===== src/rtl/ram_bist_ctrl_if.sv =====
`default_nettype none
// +------------------------------------------------------------------+
// | Module   : ram_bist_ctrl_if                                       |
// | Purpose  : Port bundle between the BIST controller and the 8x8    |
// |            single-port RAM (write data, address, write enable     |
// |            and read data).                                        |
// | Revision : 1.0 - initial release                                  |
// +------------------------------------------------------------------+
interface ram_bist_ctrl_if;
  logic [7:0] ram_data;
  logic [2:0] ram_addr;
  logic       ram_we;
  logic [7:0] ram_q;

  // Controller side drives the RAM inputs and observes q
  modport master (
    output ram_data,
    output ram_addr,
    output ram_we,
    input  ram_q
  );

  // RAM side
  modport slave (
    input  ram_data,
    input  ram_addr,
    input  ram_we,
    output ram_q
  );
endinterface
`default_nettype wire


===== src/rtl/ram_bist_ctrl.sv =====
`default_nettype none
// +------------------------------------------------------------------+
// | Module   : ram_bist_ctrl                                          |
// | Purpose  : Two-pass write / read-compare self test of an 8x8      |
// |            single-port RAM with pass/fail and first-error report. |
// | Revision : 1.0 - initial release                                  |
// +------------------------------------------------------------------+
module ram_bist_ctrl #(
  parameter logic [7:0] SEED   = 8'h01,
  parameter int         RD_LAT = 1
) (
  input  logic            clk,
  input  logic            rst_n,
  input  logic            start,
  ram_bist_ctrl_if.master ram,
  output logic            busy,
  output logic            done,
  output logic            pass,
  output logic            fail,
  output logic [3:0]      err_count,
  output logic [2:0]      first_fail_addr,
  output logic            first_fail_pass
);

  // Phase counter covers 8 issue cycles plus the read drain cycles
  localparam int                CNT_W       = $clog2(8 + RD_LAT);
  localparam logic [CNT_W-1:0]  CNT_WR_LAST = CNT_W'(7);
  localparam logic [CNT_W-1:0]  CNT_RD_LAST = CNT_W'(7 + RD_LAT);
  localparam logic [CNT_W-1:0]  CNT_ISSUE   = CNT_W'(8);

  typedef enum logic [2:0] {
    S_IDLE = 3'd0,
    S_WR0  = 3'd1,
    S_RD0  = 3'd2,
    S_WR1  = 3'd3,
    S_RD1  = 3'd4,
    S_DONE = 3'd5
  } state_t;

  state_t           state;
  state_t           state_next;
  logic [CNT_W-1:0] cnt;
  logic [CNT_W-1:0] cnt_next;

  logic       we_c;
  logic [2:0] addr_c;
  logic [7:0] data_c;
  logic       issue;
  logic       pass_idx;
  logic [7:0] base;
  logic [7:0] pattern;

  // Expected-value pipeline, aligned with the RAM read latency
  logic       pipe_valid [RD_LAT];
  logic [7:0] pipe_exp   [RD_LAT];
  logic [2:0] pipe_addr  [RD_LAT];
  logic       pipe_pass  [RD_LAT];

  logic       mismatch;
  logic       final_cmp;
  logic [3:0] err_inc;
  logic [3:0] err_final;

  // Pass 1 uses the bitwise complement of the pass-0 pattern
  assign pass_idx = (state == S_WR1) || (state == S_RD1);
  assign base     = SEED + {5'b0, cnt[2:0]};
  assign pattern  = pass_idx ? ~base : base;

  assign ram.ram_we   = we_c;
  assign ram.ram_addr = addr_c;
  assign ram.ram_data = data_c;

  assign mismatch  = pipe_valid[RD_LAT-1] && (ram.ram_q != pipe_exp[RD_LAT-1]);
  assign final_cmp = (state == S_RD1) && (cnt == CNT_RD_LAST);
  assign err_inc   = (err_count == 4'hF) ? err_count : err_count + 4'd1;
  assign err_final = mismatch ? err_inc : err_count;

  // State and phase-counter register; reset aborts a test immediately
  always_ff @(posedge clk or negedge rst_n) begin
    if (!rst_n) begin
      state <= S_IDLE;
      cnt   <= '0;
    end else begin
      state <= state_next;
      cnt   <= cnt_next;
    end
  end

  // Next-state sequencing and RAM port drive for each phase
  always_comb begin
    state_next = state;
    cnt_next   = cnt;
    busy       = 1'b0;
    done       = 1'b0;
    we_c       = 1'b0;
    addr_c     = 3'd0;
    data_c     = 8'd0;
    issue      = 1'b0;
    case (state)
      S_IDLE: begin
        if (start) begin
          state_next = S_WR0;
          cnt_next   = '0;
        end
      end
      S_WR0, S_WR1: begin
        busy   = 1'b1;
        we_c   = 1'b1;
        addr_c = cnt[2:0];
        data_c = pattern;
        if (cnt == CNT_WR_LAST) begin
          state_next = (state == S_WR0) ? S_RD0 : S_RD1;
          cnt_next   = '0;
        end else begin
          cnt_next = cnt + 1'b1;
        end
      end
      S_RD0, S_RD1: begin
        busy   = 1'b1;
        issue  = (cnt < CNT_ISSUE);
        // Address parks on 7 while the last reads drain
        addr_c = issue ? cnt[2:0] : 3'd7;
        if (cnt == CNT_RD_LAST) begin
          state_next = (state == S_RD0) ? S_WR1 : S_DONE;
          cnt_next   = '0;
        end else begin
          cnt_next = cnt + 1'b1;
        end
      end
      S_DONE: begin
        done       = 1'b1;
        state_next = S_IDLE;
      end
      default: begin
        state_next = S_IDLE;
      end
    endcase
  end

  // Delay expected data, address and pass index by the read latency
  always_ff @(posedge clk or negedge rst_n) begin
    if (!rst_n) begin
      for (int i = 0; i < RD_LAT; i++) begin
        pipe_valid[i] <= 1'b0;
        pipe_exp[i]   <= 8'd0;
        pipe_addr[i]  <= 3'd0;
        pipe_pass[i]  <= 1'b0;
      end
    end else begin
      pipe_valid[0] <= issue;
      pipe_exp[0]   <= pattern;
      pipe_addr[0]  <= cnt[2:0];
      pipe_pass[0]  <= pass_idx;
      for (int i = 1; i < RD_LAT; i++) begin
        pipe_valid[i] <= pipe_valid[i-1];
        pipe_exp[i]   <= pipe_exp[i-1];
        pipe_addr[i]  <= pipe_addr[i-1];
        pipe_pass[i]  <= pipe_pass[i-1];
      end
    end
  end

  // Error accounting and final verdict; the verdict includes the last drain compare
  always_ff @(posedge clk or negedge rst_n) begin
    if (!rst_n) begin
      pass            <= 1'b0;
      fail            <= 1'b0;
      err_count       <= 4'd0;
      first_fail_addr <= 3'd0;
      first_fail_pass <= 1'b0;
    end else if ((state == S_IDLE) && start) begin
      pass            <= 1'b0;
      fail            <= 1'b0;
      err_count       <= 4'd0;
      first_fail_addr <= 3'd0;
      first_fail_pass <= 1'b0;
    end else begin
      if (mismatch) begin
        err_count <= err_inc;
        if (err_count == 4'd0) begin
          first_fail_addr <= pipe_addr[RD_LAT-1];
          first_fail_pass <= pipe_pass[RD_LAT-1];
        end
      end
      if (final_cmp) begin
        pass <= (err_final == 4'd0);
        fail <= (err_final != 4'd0);
      end
    end
  end

endmodule
`default_nettype wire

===== src/flat_wrapper.sv =====
// flat-port wrapper written by rule: the top's interface ports become plain ports
module ram_bist_ctrl_flat 
#(
  parameter logic [7:0] SEED   = 8'h01,
  parameter int         RD_LAT = 1
)
  (clk, rst_n, start, busy, done, pass, fail, err_count, first_fail_addr, first_fail_pass, ram_ram_data, ram_ram_addr, ram_ram_we, ram_ram_q);
  ram_bist_ctrl_if ram_i ();
  input  logic clk;
  input  logic rst_n;
  input  logic start;
  output logic busy;
  output logic done;
  output logic pass;
  output logic fail;
  output logic [3:0] err_count;
  output logic [2:0] first_fail_addr;
  output logic first_fail_pass;
  output wire logic [$bits(ram_i.ram_data)-1:0] ram_ram_data;
  output wire logic [$bits(ram_i.ram_addr)-1:0] ram_ram_addr;
  output wire logic [$bits(ram_i.ram_we)-1:0] ram_ram_we;
  input wire logic [$bits(ram_i.ram_q)-1:0] ram_ram_q;
  assign ram_ram_data = ram_i.ram_data;
  assign ram_ram_addr = ram_i.ram_addr;
  assign ram_ram_we = ram_i.ram_we;
  assign ram_i.ram_q = ram_ram_q;
  ram_bist_ctrl #(.SEED(SEED), .RD_LAT(RD_LAT)) u_core (.clk(clk), .rst_n(rst_n), .start(start), .ram(ram_i), .busy(busy), .done(done), .pass(pass), .fail(fail), .err_count(err_count), .first_fail_addr(first_fail_addr), .first_fail_pass(first_fail_pass));
endmodule

===== config.mk =====
export PLATFORM = sky130hd
export DESIGN_NAME = ram_bist_ctrl_flat
export DESIGN_NICKNAME = d
export VERILOG_FILES = /design/src/rtl/ram_bist_ctrl_if.sv /design/src/rtl/ram_bist_ctrl.sv /design/src/flat_wrapper.sv
export SDC_FILE = /design/constraint.sdc
export NUM_CORES = 1
export LEC_CHECK = 0
export BUFFER_PORTS_ARGS = -buffer_cell sky130_fd_sc_hd__buf_2
export CELL_PAD_IN_SITES_DETAIL_PLACEMENT = 0
export CELL_PAD_IN_SITES_GLOBAL_PLACEMENT = 1
export CORE_ASPECT_RATIO = 1.1
export CORE_UTILIZATION = 44
export CTS_BUF_LIST = sky130_fd_sc_hd__clkbuf_4 sky130_fd_sc_hd__clkbuf_8 sky130_fd_sc_hd__clkbuf_16
export DETAILED_ROUTE_END_ITERATION = 6
export GPL_ROUTABILITY_DRIVEN = 0
export PLACE_DENSITY_LB_ADDON = 0.3
export SKIP_LAST_GASP = 1
export SLEW_MARGIN = 15
export SYNTH_ARGS = -nofsm -noshare
export SYNTH_HDL_FRONTEND = slang
export SYNTH_SLANG_ARGS = --single-unit

===== constraint.sdc =====
create_clock -name clk -period 4.6 [get_ports clk]
set_clock_uncertainty 0.2 [all_clocks]
set_input_delay 0.69 -clock clk [delete_from_list [all_inputs] [get_ports clk]]
set_output_delay 0.69 -clock clk [all_outputs]
set_load 0.05 [all_outputs]

==> results of run 1 <==
## area by class of cell
type,count,area share
multi-input cells,114,0.465
repair buffers,34,0.0979
well taps,48,0.0346
clock buffers,3,0.0130
flip-flops and latches,26,0.374
inverters,7,0.0151
## routing by layer
metal | vias up | GRT usage | part of all wire
met5 | - | 0 | 0
met4 | 0 | 0.0774 | 0.012
met3 | 4 | 0.0202 | 0.039
met2 | 29 | 0.303 | 0.50
met1 | 600 | 0.259 | 0.45
li1 | 602 | - | -
## per-stage QoR
| stage | std cells | hold slack [ns] |
|---|---|---|
| 2_1_floorplan | 157 | 0.152 |
| 3_3_place_gp | 229 | 0.285 |
| 3_5_place_dp | 229 | 0.296 |
| 4_1_cts | 232 | 0.167 |
| 5_1_grt | 232 | 0.191 |
| 6_report | 232 | 0.149 |
## layout by cell type, fill, tap and decap left out, types with 3 or more instances in the layout
cell type | netlist | final
inv_1 | 7 | 7
buf_2 | 0 | 34
nor2_1 | 14 | 14
nand4_1 | 3 | 3
a21oi_1 | 5 | 5
xnor2_1 | 12 | 12
nand3_1 | 6 | 6
clkbuf_4 | 0 | 3
ha_1 | 4 | 4
mux2i_1 | 8 | 8
and2_1 | 5 | 5
dfrtp_1 | 26 | 26
o22ai_1 | 3 | 3
o21a_1 | 3 | 3
nor3_1 | 4 | 4
nand2_1 | 10 | 10
## critical path, cell delays in order (launching register included)
cell and delay (ns):
dfrtp_1 0.68, nand2b_1 0.19, inv_1 0.10, nand2_1 0.12, nand2_1 0.17, xnor2_1 0.26, and2_1 0.15, buf_2 0.26
## sequential cells by signal, summed over array words and instances, names as in the netlist
name,count
u_core.pipe_valid,1
u_core.err_count,4
u_core.cnt,4
u_core.pass,1
u_core.first_fail_pass,1
u_core.first_fail_addr,3
u_core.pipe_addr,3
u_core.pipe_exp,5
u_core.state,3
u_core.fail,1
## worst paths after layout
kind                                     start                         to  slack (ns)  cells after the start
max in group asynchronous                rst_n  u_core.first_fail_addr[0]        3.67                      1
hold reg to reg            u_core.pipe_addr[1]  u_core.first_fail_addr[1]        0.31                      2
min in group clk           u_core.pipe_addr[1]  u_core.first_fail_addr[1]        0.31                      2
setup reg to reg           u_core.err_count[0]                u_core.pass        2.24                      6
hold / removal                           rst_n        u_core.err_count[3]        0.15                      1
setup / recovery               u_core.state[2]            ram_ram_data[2]        1.47                      7
## kinds of logic (layout without fill, tap and decap cells)
group | count (synthesis) | in the layout
and+or+nand+nor | 58 | 58
AOI/OAI and AO/OA | 27 | 27
DFF | 26 | 26
buffers and inverters | 17 | 44
xor gates and xnor gates | 14 | 14
muxes | 11 | 11
adders and majority gates | 4 | 4
==> metrics, run 1 <==
status=finished clean; YS warnings=0; worst-margin pin slew=0.716 ns; die height=64.3 um; Yosys reg bits=26; simple-gate share of the synthesized area=0.203; post-DR wirelength/cell=13.6 um; CTS Hold Bufs=0; critical path peak fanout=17; HPWL after DPL=2440 um; Mapped Area=1550 um2; CP startpoint kind=flop; Diodes inserted=0; TNS Setup=0 ns; Final Setup Violations=0; most common cell in the netlist=dfrtp_1; Slew Limit Fails=0; CTS tree=done; CP required=3.71 ns; Yosys top cell area share=0.419; Hold Fails Final Rpt=0; area of the multi-input gates=808 um2; Synth Area in Compound Gates=0.131; cell count after synthesis=157; area grow syn2layout=12.0%; vias per inst=5.32; global-route wire length before repair=5380 um; post-synthesis cell type count=46; Port Buffers=34; fraction of registers with async set/reset=1.00; period utilization=0.681; Core ar.=3360 um2; largest family of logic cells by synthesized area=simple AND/OR/NAND/NOR gates; Most used DFF post-synth=dfrtp_1; Post-CTS Resized=0; Storage cell area=651 um2; GRT overflow=0; WS Path Type=reg2out; Residual DRC=0; Slew HR=0.510; CP Capture Type=output pin; I/O pin count=35; RSZ-0062 raised after global routing=false; Synth top cells by count=dfrtp_1 (26), nor2_1 (14), xnor2_1 (12); htree depth=1; area leader, netlist=dfrtp_1; post-synthesis area per instance=9.88 um2; fin area=1740 um2; die area=3770 um2; Root Buffer=clkbuf_4; Synth Area in XOR/XNOR=0.0790; Synth area leaders=dfrtp_1 (42%), xnor2_1 (6.8%), mux2i_1 (5.2%); iteration-0 DRC count of the detailed router=88; Post-synth EDFFs=0; DRT antenna net count=0; vias in the first global route=1136; Tmin final=3.13 ns; fmax=319 MHz; syn nets=172; post-place setup slack=1.82 ns; Std-Cell Rows=22; final setup margin=1.47 ns; post-CTS setup buffer count=0; fill count=335; Util after Layout=0.518; via count=1235; Num CTS Buffers=3; Max clock buf depth=2; largest net degree at the start of global routing=27; post-synthesis sequential area ratio=0.419; Area after DPL=1720 um2; initial antenna violation count=0; final WL=3160 um; worst-skew pair later-pin latency=0.31 ns; clock transition at the registers of the reported paths=0.14 ns; crit path DAT=2.24 ns; Total Nets Final=201; die width=58.6 um; share of cells above drive strength 1=0.239; Hold WC Path Type=in2async; max-cap check violation count=0; DRT Pass-1 Iters=4; Initial Util=0.462; Sink Count=26; mux cell area share after synthesis=0.0758; total track usage=0.189; Post-Synth Adder-Cell Area=0.0323
Power of run 1 is not shown: default switching activity piles up to over one toggle a cycle in this logic, so the estimate is an artifact.
==> run 2, diff against run 1 <==
--- a/config.mk
+++ b/config.mk
@@ -9,7 +9,7 @@
 export CELL_PAD_IN_SITES_DETAIL_PLACEMENT = 0
 export CELL_PAD_IN_SITES_GLOBAL_PLACEMENT = 1
 export CORE_ASPECT_RATIO = 1.1
-export CORE_UTILIZATION = 44
+export CORE_UTILIZATION = 37
 export CTS_BUF_LIST = sky130_fd_sc_hd__clkbuf_4 sky130_fd_sc_hd__clkbuf_8 sky130_fd_sc_hd__clkbuf_16
 export DETAILED_ROUTE_END_ITERATION = 6
 export GPL_ROUTABILITY_DRIVEN = 0
==> constraint.sdc (replaced) <==
create_clock -name clk -period 2.7 [get_ports clk]
set_clock_uncertainty 0.2 [all_clocks]
set_input_delay 0.405 -clock clk [delete_from_list [all_inputs] [get_ports clk]]
set_output_delay 0.405 -clock clk [all_outputs]
set_load 0.05 [all_outputs]
==> run 2 against run 1 <==
Effect of this change: cell count grew 4.7%; non-clock buffer count rose by 6; sequential cell count did not move; via count is 1.7% higher; critical endpoint is now ram_ram_data[1]; largest cell class unchanged; highest routed layer unchanged.
==> metrics, run 2 (synthesis gave the netlist of run 1 again) <==
slowest cell delay on critical path=0.47 ns; post-DR wirelength/cell=13.8 um; vias per inst=5.17; Num CTS Buffers=3; Biggest register=u_core.pipe_exp; WS Path Type=reg2out; crit path DAT=1.92 ns; CTS tree=done; critical path peak fanout=7; Max clock buf depth=2; CP bufs+invs=2; Hold Fails Final Rpt=0; reg2reg start=u_core.err_count[0]; area grow syn2layout=20.1%; max FFs per register=5; global-route wire length before repair=5790 um; Tmin final=2.53 ns; iteration-0 DRC count of the detailed router=40; worst-margin pin slew=0.671 ns; vias in the first global route=1237; commonest cells after routing, fill and taps aside=buf_2 (34), dfrtp_1 (25), nor2_1 (14), xnor2_1 (11), nand2_1 (9); Sink Count=26; most common cell after layout, fill and taps aside=buf_2; GRT overflow=0; Max stage delay cell, worst path=dfrtp_2; fmax=396 MHz; biggest regs=u_core.pipe_exp x5, u_core.cnt x4, u_core.err_count x4; clock transition at the registers of the reported paths=0.09 ns; Final Setup Violations=0; die width=63.7 um; Residual DRC=0; max-cap check violation count=0; die height=69.9 um; R2R Path End=u_core.pass; Slew Limit Fails=0; Slew HR=0.541; crit-path cells=buf_12 > nor2_1 > nand2_1 > nand2_2 > xor2_1 > and2_1 > buf_2; final instance count without filler cells=243; worst-skew pair later-pin latency=0.27 ns; largest net degree at the start of global routing=27; area of the multi-input gates=818 um2; final WL=3350 um; PwrDens=1400 nW/um2; HP Start=u_core.cnt[1]; Core ar.=3990 um2; wire length on met2=1620 um; CP startpoint kind=flop; Worst Hold Path EP=u_core.pipe_addr[1]; Hold WC Path Type=reg2reg; register-to-register setup slack=0.37 ns; fill count=410; via count=1256; status=finished clean; Root Buffer=clkbuf_8; delay-heaviest family, CP=simple AND/OR/NAND/NOR gates; Initial Util=0.388; share of cells above drive strength 1=0.277; TNS Setup=0 ns; period utilization=0.936; Port Buffers=34; top routing layer used=met4; Storage cell area=652 um2; initial antenna violation count=0; stages on the worst setup path=7; DRT antenna net count=0; hold path cells=0; crit path launch=u_core.state[0]; DRT Pass-1 Iters=4; Leakage=0.912 nW; die area=4460 um2; HPWL after DPL=2540 um; Peak VDD IR=1.44 mV; Diodes inserted=0; Std-Cell Rows=24; met3 wire length=120 um; RSZ-0062 raised after global routing=false; Inst Count DP=235; CP Capture Type=output pin; CP required=2.10 ns; I/O pin count=35; total track usage=0.167; met1 WL=1520 um; htree depth=1; r2r worst-path depth=6; Total Nets Final=207; total power=2.61 mW
==> run 2: cell count changes in the layout (fill, tap and decap cells not counted), sizes merged <==
cell         previous run  this run
bufinv                  0         1
buf                    34        39
dlygate4sd3             0         1
==> run 2: what timing repair did <==
item,CTS,global route
endpoints found under the setup margin,0,4
buffers inserted,0,3
hold buffers,1,0
endpoints found under the hold margin,26,0
gates resized for setup,0,2
==> run 2: layout make-up <==
class / instances / share of cell area
well taps: 52 / 0.0349
flip-flops and latches: 26 / 0.350
clock inverters: 1 / 0.0161
inverters: 7 / 0.0141
multi-input cells: 114 / 0.439
clock buffers: 3 / 0.0222
repair buffers: 40 / 0.124
==> run 2: worst max-delay path by stage <==
stage,to,slack [ns]
6_report,ram_ram_data[1],0.17
2_1_floorplan,ram_ram_data[1],0.09
5_1_grt,ram_ram_data[1],0.02
4_1_cts,ram_ram_data[0],0.006
3_5_place_dp,ram_ram_data[0],0.33
3_3_place_gp,ram_ram_data[2],0.41
==> run 2: report_power, final <==
group          leakage, nW  internal (mW)  total (mW)  switching, mW
Combinational        0.543          0.513        1.59           1.07
Sequential           0.334          0.540       0.704          0.164
Clock               0.0357          0.198       0.324          0.125
Total                0.912           1.25        2.61           1.36
==> run 2: per-stage QoR <==
step / worst slack (ns) / util / cell area (um2) / hold slack, ns
6_report: 0.173 / 0.466 / 1860 / 0.306
5_1_grt: 0.0224 / 0.466 / 1860 / 0.327
4_1_cts: 0.00598 / 0.457 / 1820 / 0.311
3_5_place_dp: 0.329 / 0.436 / 1740 / 0.239
3_3_place_gp: 0.408 / 0.436 / 1740 / 0.238
2_1_floorplan: 0.0896 / - / 1560 / -0.0906
==> run 2: per-layer routing <==
layer | GRT usage | vias to the layer above
li1 | - | 618
met1 | 0.217 | 594
met2 | 0.267 | 35
met3 | 0.0245 | 9
met4 | 0.0884 | 0
met5 | 0 | -
No activity file was read; power rests on OpenSTA's default activity.
